===== config.mk =====
export PLATFORM = sky130hd
export DESIGN_NAME = hazard_ctrl_unit
export DESIGN_NICKNAME = d
export VERILOG_FILES = /design/src/rtl/hazard_ctrl_unit_pkg.sv /design/src/rtl/hazard_ctrl_unit_fwd_sel.sv /design/src/rtl/hazard_ctrl_unit.sv
export SDC_FILE = /design/constraint.sdc
export NUM_CORES = 1
export LEC_CHECK = 0
export ABC_AREA = 1
export ABC_CLOCK_PERIOD_IN_PS = 1410
export CORE_ASPECT_RATIO = 1.1
export CORE_MARGIN = 4
export CORE_UTILIZATION = 32
export DETAILED_ROUTE_END_ITERATION = 10
export PLACE_DENSITY = 0.8
export RECOVER_POWER = 50
export SYNTH_ARGS = -nofsm -noshare
export SYNTH_HDL_FRONTEND = slang
export SYNTH_SLANG_ARGS = --single-unit

===== constraint.sdc =====
create_clock -name clk -period 1.41 [get_ports clk]
set_clock_uncertainty 0.05 [all_clocks]
set_input_delay 0.282 -clock clk [delete_from_list [all_inputs] [get_ports clk]]
set_output_delay 0.282 -clock clk [all_outputs]
set_load 0.005 [all_outputs]

===== src/rtl/hazard_ctrl_unit_pkg.sv =====
// Shared encodings for the pipeline hazard controller:
// stall-cause states, forward selects and the zero register.
package hazard_ctrl_unit_pkg;

    typedef enum logic [1:0] {
        ST_RUN = 2'b00,
        ST_LW  = 2'b01,
        ST_BR  = 2'b10,
        ST_ERR = 2'b11
    } stall_state_t;

    localparam logic [1:0] FWD_RF  = 2'b00;
    localparam logic [1:0] FWD_WB  = 2'b01;
    localparam logic [1:0] FWD_MEM = 2'b10;

    localparam logic [4:0] REG_ZERO = 5'd0;

    // A source can take a later stage's result only if that stage
    // writes the same, non-zero register.
    function automatic logic fwd_hit(
        input logic [4:0] src,
        input logic [4:0] dst,
        input logic       we
    );
        return (src != REG_ZERO) && (src == dst) && we;
    endfunction

endpackage


===== src/rtl/hazard_ctrl_unit_fwd_sel.sv =====
// Forward select for one Execute-stage ALU operand.
// Ports: src (operand register), write_reg_m/reg_write_m,
// write_reg_w/reg_write_w, sel (FWD_RF/FWD_WB/FWD_MEM).
module hazard_ctrl_unit_fwd_sel
    import hazard_ctrl_unit_pkg::*;
(
    input  logic [4:0] src,
    input  logic [4:0] write_reg_m,
    input  logic       reg_write_m,
    input  logic [4:0] write_reg_w,
    input  logic       reg_write_w,
    output logic [1:0] sel
);

    // Memory holds the younger result, so it wins over Writeback.
    always_comb begin
        sel = FWD_RF;
        if (fwd_hit(src, write_reg_m, reg_write_m)) begin
            sel = FWD_MEM;
        end else if (fwd_hit(src, write_reg_w, reg_write_w)) begin
            sel = FWD_WB;
        end
    end

endmodule


===== src/rtl/hazard_ctrl_unit.sv =====
// Hazard controller for the 5-stage pipeline: stall/flush, forward
// selects, stall-cause FSM, consecutive-stall watchdog (sticky error).
// Inputs: register taps rs/rt (D,E), write_reg (E,M,W), control taps,
// cnt_clr. Outputs: stall_f, stall_d, flush_e, forward_ad/bd/ae/be,
// stall_state, hazard_err, lw_stall_cnt, br_stall_cnt.
// HAZARD_PERF_CNT_EN: when defined, builds saturating stall counters;
// otherwise both counter outputs read 0.
module hazard_ctrl_unit
    import hazard_ctrl_unit_pkg::*;
#(
    parameter int CNT_W    = 16,
    parameter int WDOG_MAX = 2
) (
    input  logic             clk,
    input  logic             reset,
    input  logic [4:0]       rs_d,
    input  logic [4:0]       rt_d,
    input  logic [4:0]       rs_e,
    input  logic [4:0]       rt_e,
    input  logic [4:0]       write_reg_e,
    input  logic [4:0]       write_reg_m,
    input  logic [4:0]       write_reg_w,
    input  logic             branch_d,
    input  logic             jump_d,
    input  logic             reg_write_e,
    input  logic             memto_reg_e,
    input  logic             reg_write_m,
    input  logic             memto_reg_m,
    input  logic             reg_write_w,
    input  logic             cnt_clr,
    output logic             stall_f,
    output logic             stall_d,
    output logic             flush_e,
    output logic             forward_ad,
    output logic             forward_bd,
    output logic [1:0]       forward_ae,
    output logic [1:0]       forward_be,
    output logic [1:0]       stall_state,
    output logic             hazard_err,
    output logic [CNT_W-1:0] lw_stall_cnt,
    output logic [CNT_W-1:0] br_stall_cnt
);

    localparam int RUN_W = $clog2(WDOG_MAX + 2);
    localparam logic [RUN_W-1:0] RUN_MAX = RUN_W'(WDOG_MAX + 1);

    logic             lwstall;
    logic             brstall;
    logic             stall;
    logic             br_src_e;
    logic             br_src_m;
    logic             run_over;
    logic [RUN_W-1:0] run_q;
    logic [RUN_W-1:0] run_next;
    stall_state_t     state_q;

    // A jump resolves in Decode with no register operand.
    logic unused_jump;
    assign unused_jump = jump_d;

    // Register 0 is deliberately not filtered here: a spurious stall
    // only costs a cycle, never correctness.
    assign lwstall = memto_reg_e && (rt_e == rs_d || rt_e == rt_d);

    assign br_src_e = reg_write_e &&
                      (write_reg_e == rs_d || write_reg_e == rt_d);
    assign br_src_m = memto_reg_m &&
                      (write_reg_m == rs_d || write_reg_m == rt_d);
    assign brstall  = branch_d && (br_src_e || br_src_m);

    assign stall   = lwstall || brstall;
    assign stall_f = stall;
    assign stall_d = stall;
    assign flush_e = stall;

    assign forward_ad = fwd_hit(rs_d, write_reg_m, reg_write_m);
    assign forward_bd = fwd_hit(rt_d, write_reg_m, reg_write_m);

    hazard_ctrl_unit_fwd_sel u_fwd_a (
        .src         (rs_e),
        .write_reg_m (write_reg_m),
        .reg_write_m (reg_write_m),
        .write_reg_w (write_reg_w),
        .reg_write_w (reg_write_w),
        .sel         (forward_ae)
    );

    hazard_ctrl_unit_fwd_sel u_fwd_b (
        .src         (rt_e),
        .write_reg_m (write_reg_m),
        .reg_write_m (reg_write_m),
        .write_reg_w (write_reg_w),
        .reg_write_w (reg_write_w),
        .sel         (forward_be)
    );

    // Run length saturates one past the limit, which is exactly the
    // value that marks a watchdog violation.
    always_comb begin
        run_next = '0;
        if (!cnt_clr && stall) begin
            if (run_q == RUN_MAX) begin
                run_next = RUN_MAX;
            end else begin
                run_next = run_q + 1'b1;
            end
        end
    end

    assign run_over = (run_next == RUN_MAX);

    always_ff @(posedge clk or negedge reset) begin
        if (!reset) begin
            state_q <= ST_RUN;
            run_q   <= '0;
        end else begin
            run_q <= run_next;
            if (state_q != ST_ERR) begin
                if (run_over) begin
                    state_q <= ST_ERR;
                end else if (lwstall) begin
                    state_q <= ST_LW;
                end else if (brstall) begin
                    state_q <= ST_BR;
                end else begin
                    state_q <= ST_RUN;
                end
            end
        end
    end

    assign stall_state = state_q;
    assign hazard_err  = (state_q == ST_ERR);

`ifdef HAZARD_PERF_CNT_EN
    logic             br_only;
    logic [CNT_W-1:0] lw_q;
    logic [CNT_W-1:0] br_q;

    // A cycle with both causes is charged to the load only.
    assign br_only = brstall && !lwstall;

    always_ff @(posedge clk or negedge reset) begin
        if (!reset) begin
            lw_q <= '0;
            br_q <= '0;
        end else if (cnt_clr) begin
            lw_q <= '0;
            br_q <= '0;
        end else begin
            if (lwstall && lw_q != '1) begin
                lw_q <= lw_q + 1'b1;
            end
            if (br_only && br_q != '1) begin
                br_q <= br_q + 1'b1;
            end
        end
    end

    assign lw_stall_cnt = lw_q;
    assign br_stall_cnt = br_q;
`else
    assign lw_stall_cnt = '0;
    assign br_stall_cnt = '0;
`endif

endmodule


==> impl_metrics.yaml, run 1 <==
power_and_ir_drop:
  total_power_uw: 934.1
  vdd_drop_max_mv: 0.2006
  power_density_nw_per_um2: 415.2
  leakagePower_uw: 0.001154
clock_tree:
  clockBufferDepth: 2
  htreeDepth: 1
  clock_sinks: 4
  path_clk_slew_ps: 30
  cts_tree: "yes"
  numCtsBuffers: 3
  cts-root-buf: "clkbuf_8"
  clock_latency_ps: 210
die:
  initial_core_util_pct: 33.84
  die_h_um: 73.72
  core_area_um2: 3712
  io_pins: 89
  die_w_um: 67.74
  dieArea_um2: 4993
  row_count: 23
place:
  io_buffers: 55
  place_inst: 340
  dp_hpwl_um: 3199
  dpl_cell_area_um2: 1902
  globalplace.congestion: 0.9256
worst_setup_path:
  path_common_cell: "nand2_2"
  cp-start-kind: "input port"
  cp.arrival_ps: 1260
  path_delay_family: "simple AND/OR/NAND/NOR gates"
  critPathMaxStageDelay_ps: 110
  cp_cell_sequence: "buf_6, buf_6, nand2_2, nand2_2, nor2_4, nand3_2, nand2_1, nand2_1, nand2_2, nand2_2, nand2_4, buf_6"
  crit_buf_inv: 3
  crit_path_end_kind: "output port"
  required_ps: 1080
  cp_slowest_cell: "buf_6"
  path_class: "input port to output port"
  reg2reg_depth: 2
  crit_cells: 12
  reg2reg_slack_ps: 640
  r2r-end: "run_q[1]"
  cp_max_fo: 4
  r2r_start: "run_q[1]"
synth:
  ys_seq_elements: 4
  async_flop_share_pct: 100.0
  ys_seq_area_share_pct: 7.968
  synth.most_common_cell: "nand2_1"
  synth-edff-count: 0
  synth-compound-area-share_pct: 8.167
  yosys.area_share.xor_xnor_pct: 14.64
  synth_adder_area_share_pct: 0
  synthTopCellsByCount: "nand2_1, buf_4, inv_1, nor2_1"
  ys_warn_count: 0
  synthFlopType: "dfrtp_1"
  synthDistinctLibCells: 31
  syn_area_per_cell_um2: 5.762
  muxShareOfSynthArea_pct: 0
  synth-simple-area-share_pct: 37.25
  yosysTopAreaCell: "buf_4"
  synthCells: 218
  synth_top_family_by_area: "simple AND/OR/NAND/NOR gates"
  synth_area_leaders: "buf_4, nand2_1, dfrtp_1, xor2_1, xnor2_1"
  synthesis.area_um2: 1256
  yosysTopAreaCellShare_pct: 20.32
routing:
  drtPass1Iterations: 4
  dr_total_vias: 1570
  antenna_left: 0
  wl_met1_um: 1544
  route.top_layer_used: "met4"
  drc: 0
  wire_per_inst_um: 12.09
  routed_wl_um: 4256
  viasPerCell: 4.460
  wl_met2_um: 2310
  dr_wl_met3_um: 328
  drt_iter0_markers: 56
timing:
  rsz0062_at_grt: "true"
  report.final.slew_viol_count: 0
  fin_crit_sh_pct: 112.8
  worst_slack_ps: -179.9
  fin_crit_ps: 1590
  hold_viol_final: 0
  clock.fmax_mhz: 629.0
  setup_viol: 10
  hold_slack_ps: 283.6
status:
  status: "finished, violations left"
  violations: "negative setup slack"
global_routing:
  grt_pass1_wl_um: 6527
  antenna_found_initial: 0
  grt_remaining_overflow: 0
  grt_pass1_vias: 1533
  grt_max_degree: 7
  grt_usage_pct: 16.59
final_layout:
  stdcell_count: 352
  fin_util_pct: 60.60
  design_area_um2: 2250
  drive_above_1_share_pct: 51.32
  final_nets: 349
  area_growth_pct: 79.08
  fill_cells: 356
  n_antenna_cell: 0
min_path:
  holdCritPathClass: "input port to async pin"
job:
  max_cap_violations: 0
[repair_timing]
| action | 4_1_cts | 5_1_grt |
|---|---|---|
| gates resized for setup | 257 | 51 |
| hold buffers | 0 | 0 |
| pin swaps | 48 | 38 |
| endpoints found under the setup margin | 14 | 15 |
| setup buffers | 11 | 1 |
[state kept, by name, summed over array words and instances (netlist names)]
| signal | cells |
|---|---|
| run_q | 2 |
| stall_state | 2 |
[layout make-up]
class                      count  area (um2)  share of cell area [%]
multi-input combinational    176        1104                   49.05
timing repair buffer          89       810.8                   36.04
sequential                     4       100.1                   4.449
tap                           50       62.56                   2.781
clock buffer                   3       41.29                   1.835
inverter                      30       131.4                   5.840
[where the power goes]
| part | internal (uW) | switching (uW) |
|---|---|---|
| clock | 182 | 54.1 |
| combinational | 297 | 283 |
| sequential | 117 | 0.966 |
| total | 596 | 338 |
[cell families after synthesis]
family	count (synthesis)
other	1
DFF	4
buffers and inverters	69
xor gates and xnor gates	21
and+or+nand+nor	108
AOI/OAI and AO/OA	15
[worst max-delay path by stage]
stage	start	endpoint	slack, ps
detailed placement	write_reg_m[1]	stall_d	-1070
CTS	rs_e[3]	forward_ae[0]	-290
finish	rt_d[3]	stall_d	-180
global route	rt_d[3]	stall_d	-280
floorplan	rt_e[4]	stall_d	-20
global placement	rt_e[2]	forward_be[1]	-1040
[per-layer routing]
metal  up-vias  GRT usage, %
met2        64         30.27
met5         -             0
li1        783             -
met3         8         3.517
met1       715         18.62
met4         0         5.631
[layout by cell type (no fill, tap or decap), types with 4 or more instances in the layout]
cell and instances:
inv_2 14, nand3_1 5, nor3_1 4, xor2_1 10, inv_4 5, nand2_1 38
buf_4 30, dfrtp_1 4, buf_6 19, buf_8 7, nand3_2 6, clkdlybuf4s50_1 5
nor2_2 5, conb_1 32, buf_2 14, dlygate4sd2_1 4, xnor2_2 5, nor2_1 16
nand2_2 22, xnor2_1 5, inv_1 9
[worst reg2reg max path, cell delays in order (launching register included)]
cell,delay [ps]
dfrtp_1,410
nor2_1,150
nor2_2,50
[per-stage QoR]
stage / TNS, ps / setup WS [ps]
finish: -1294 / -179.9
global route: -2210 / -282.4
CTS: -1501 / -291.9
detailed placement: -11770 / -1068
global placement: -11430 / -1037
floorplan: -49.41 / -24.71
Power figures use the tool's default switching activity.
==> run 2, diff against run 1 <==
CTS_BUF_LIST = sky130_fd_sc_hd__clkbuf_8 sky130_fd_sc_hd__clkbuf_16   (was not set)
==> results of run 2 <==
Final layout, timing and power as in run 1 (identical DEF).
==> run 3, diff against run 2 <==
CAP_MARGIN = 5   (was not set)
CORE_MARGIN = 2   (was 4)
==> run 3 against run 2 <==
Net effect: the flow still finishes with violations (negative setup slack); largest cell class unchanged; clock power about the same; critical endpoint is now flush_e; routed wire length up 5.9%; fmax is 2.8% lower.
==> impl_metrics.yaml, run 3 (same netlist as run 1, synthesis figures left out) <==
worst_setup_path:
  path_class: "input port to output port"
  crit_path_end_kind: "output port"
  required_ps: 1080
  cp_max_fo: 5
  cp.arrival_ps: 1300
  cp-start-kind: "input port"
timing:
  fin_crit_sh_pct: 116.0
  worst_slack_ps: -226.1
  fin_crit_ps: 1636
  rsz0062_at_grt: "true"
  setup_viol: 9
  hold_viol_final: 0
  report.final.slew_viol_count: 0
  clock.fmax_mhz: 611.2
clock_tree:
  clock_sinks: 4
  path_clk_slew_ps: 30
  clock_latency_ps: 210
  htreeDepth: 1
  cts_tree: "yes"
  hold_buffers: 0
  cts-root-buf: "clkbuf_8"
  numCtsBuffers: 3
  clockBufferDepth: 2
die:
  io_pins: 89
  initial_core_util_pct: 33.84
  dieArea_um2: 4444
  core_area_um2: 3712
  row_count: 23
  die_h_um: 69.72
  die_w_um: 63.74
global_routing:
  grt_pass1_wl_um: 6341
  grt_max_degree: 7
  grt_pass1_vias: 1500
  antenna_found_initial: 0
  grt_remaining_overflow: 0
  grt_usage_pct: 17.42
final_layout:
  mostFrequentLayoutCell: "nand2_1"
  fin_util_pct: 61.58
  drive_above_1_share_pct: 50.00
  seq_area_um2: 100.1
  mostFrequentLayoutCells: "nand2_1, buf_4, conb_1"
  stdcell_count: 352
  n_antenna_cell: 0
  fill_cells: 325
  area_growth_pct: 81.97
  final_nets: 349
  multi_input_area_um2: 1171
  design_area_um2: 2286
job:
  max_cap_violations: 0
place:
  pre_cts_ws_ps: -1047
  dp_hpwl_um: 2980
  globalplace.congestion: 0.8397
  place_inst: 340
  dpl_cell_area_um2: 1902
  io_buffers: 55
routing:
  drc: 0
  drtPass1Iterations: 4
  dr_total_vias: 1606
  antenna_left: 0
  routed_wl_um: 4508
  viasPerCell: 4.563
  wire_per_inst_um: 12.81
  drt_iter0_markers: 57
status:
  violations: "negative setup slack"
  status: "finished, violations left"
power_and_ir_drop:
  power_density_nw_per_um2: 414.3
  leakagePower_uw: 0.001185
  vdd_drop_max_mv: 0.1867
min_path:
  holdCritPathClass: "input port to async pin"
run 3: cell types whose count changed in the layout (fill, tap and decap cells not counted), sizes merged:
| cell | before | now |
|---|---|---|
| buf | 72 | 69 |
| inv | 29 | 28 |
| dlymetal6s2s | 2 | 3 |
| clkdlybuf4s15 | 2 | 4 |
| clkinv | 1 | 2 |
run 3: cell type report:
type	instances	area share, %
well taps	50	2.737
inverters	30	5.090
repair buffers	89	34.76
flip-flops and latches	4	4.379
multi-input cells	176	51.23
clock buffers	3	1.806
run 3: report_power, final:
group | total (uW) | internal, uW | switching (uW)
Sequential | 118 | 117 | 0.955
Combinational | 597 | 293 | 304
Clock | 233 | 181 | 51.4
run 3: metal layers:
metal	track usage [%]	routed length (um)	part of all wire [%]	up-vias
li1	-	-	-	788
met1	18.43	1643	36	738
met2	33.22	2498	55	69
met3	4.058	268	5.9	11
met4	5.556	97	2.2	0
met5	0	0	0	-
run 3: through the flow:
stage | setup TNS, ps | total power [uW] | hold slack (ps)
final | -1637 | 947.1 | 289.3
after global placement | -11100 | 573.8 | 389.6
after floorplan | -49.41 | 400.7 | -63.59
after detailed placement | -11340 | 579.7 | 399.1
after CTS | -1529 | 860.5 | 222.6
after global routing | -2754 | 1009 | 304.1
run 3: path summary, 6_finish.rpt:
path | start | endpoint | slack [ps] | cells after the start
setup / recovery | rt_d[1] | flush_e | -230 | 11
hold / removal | reset | stall_state[0] | 290 | 1
setup reg to reg | run_q[1] | run_q[1] | 640 | 2
hold reg to reg | run_q[0] | run_q[0] | 400 | 1
max in group asynchronous | reset | run_q[0] | 850 | 1
min in group clk | run_q[0] | run_q[0] | 400 | 1
run 3: what timing repair did:
item                                    4_1_cts  5_1_grt
pin swaps                                    50       22
gates resized for setup                     234       55
endpoints found under the setup margin       14       15
buffers inserted                              7        3
gates cloned                                  0        0
hold endpoints to repair                      0        0
run 3: critical path, stage by stage:
cell     delay, ps
buf_4          140
nand2_1        100
nand2_1         80
nor2_1         110
nand3_1        120
nand2_2        100
nand2_2         50
nand2_2         70
nand2_2         60
nand2_4         90
buf_6          100
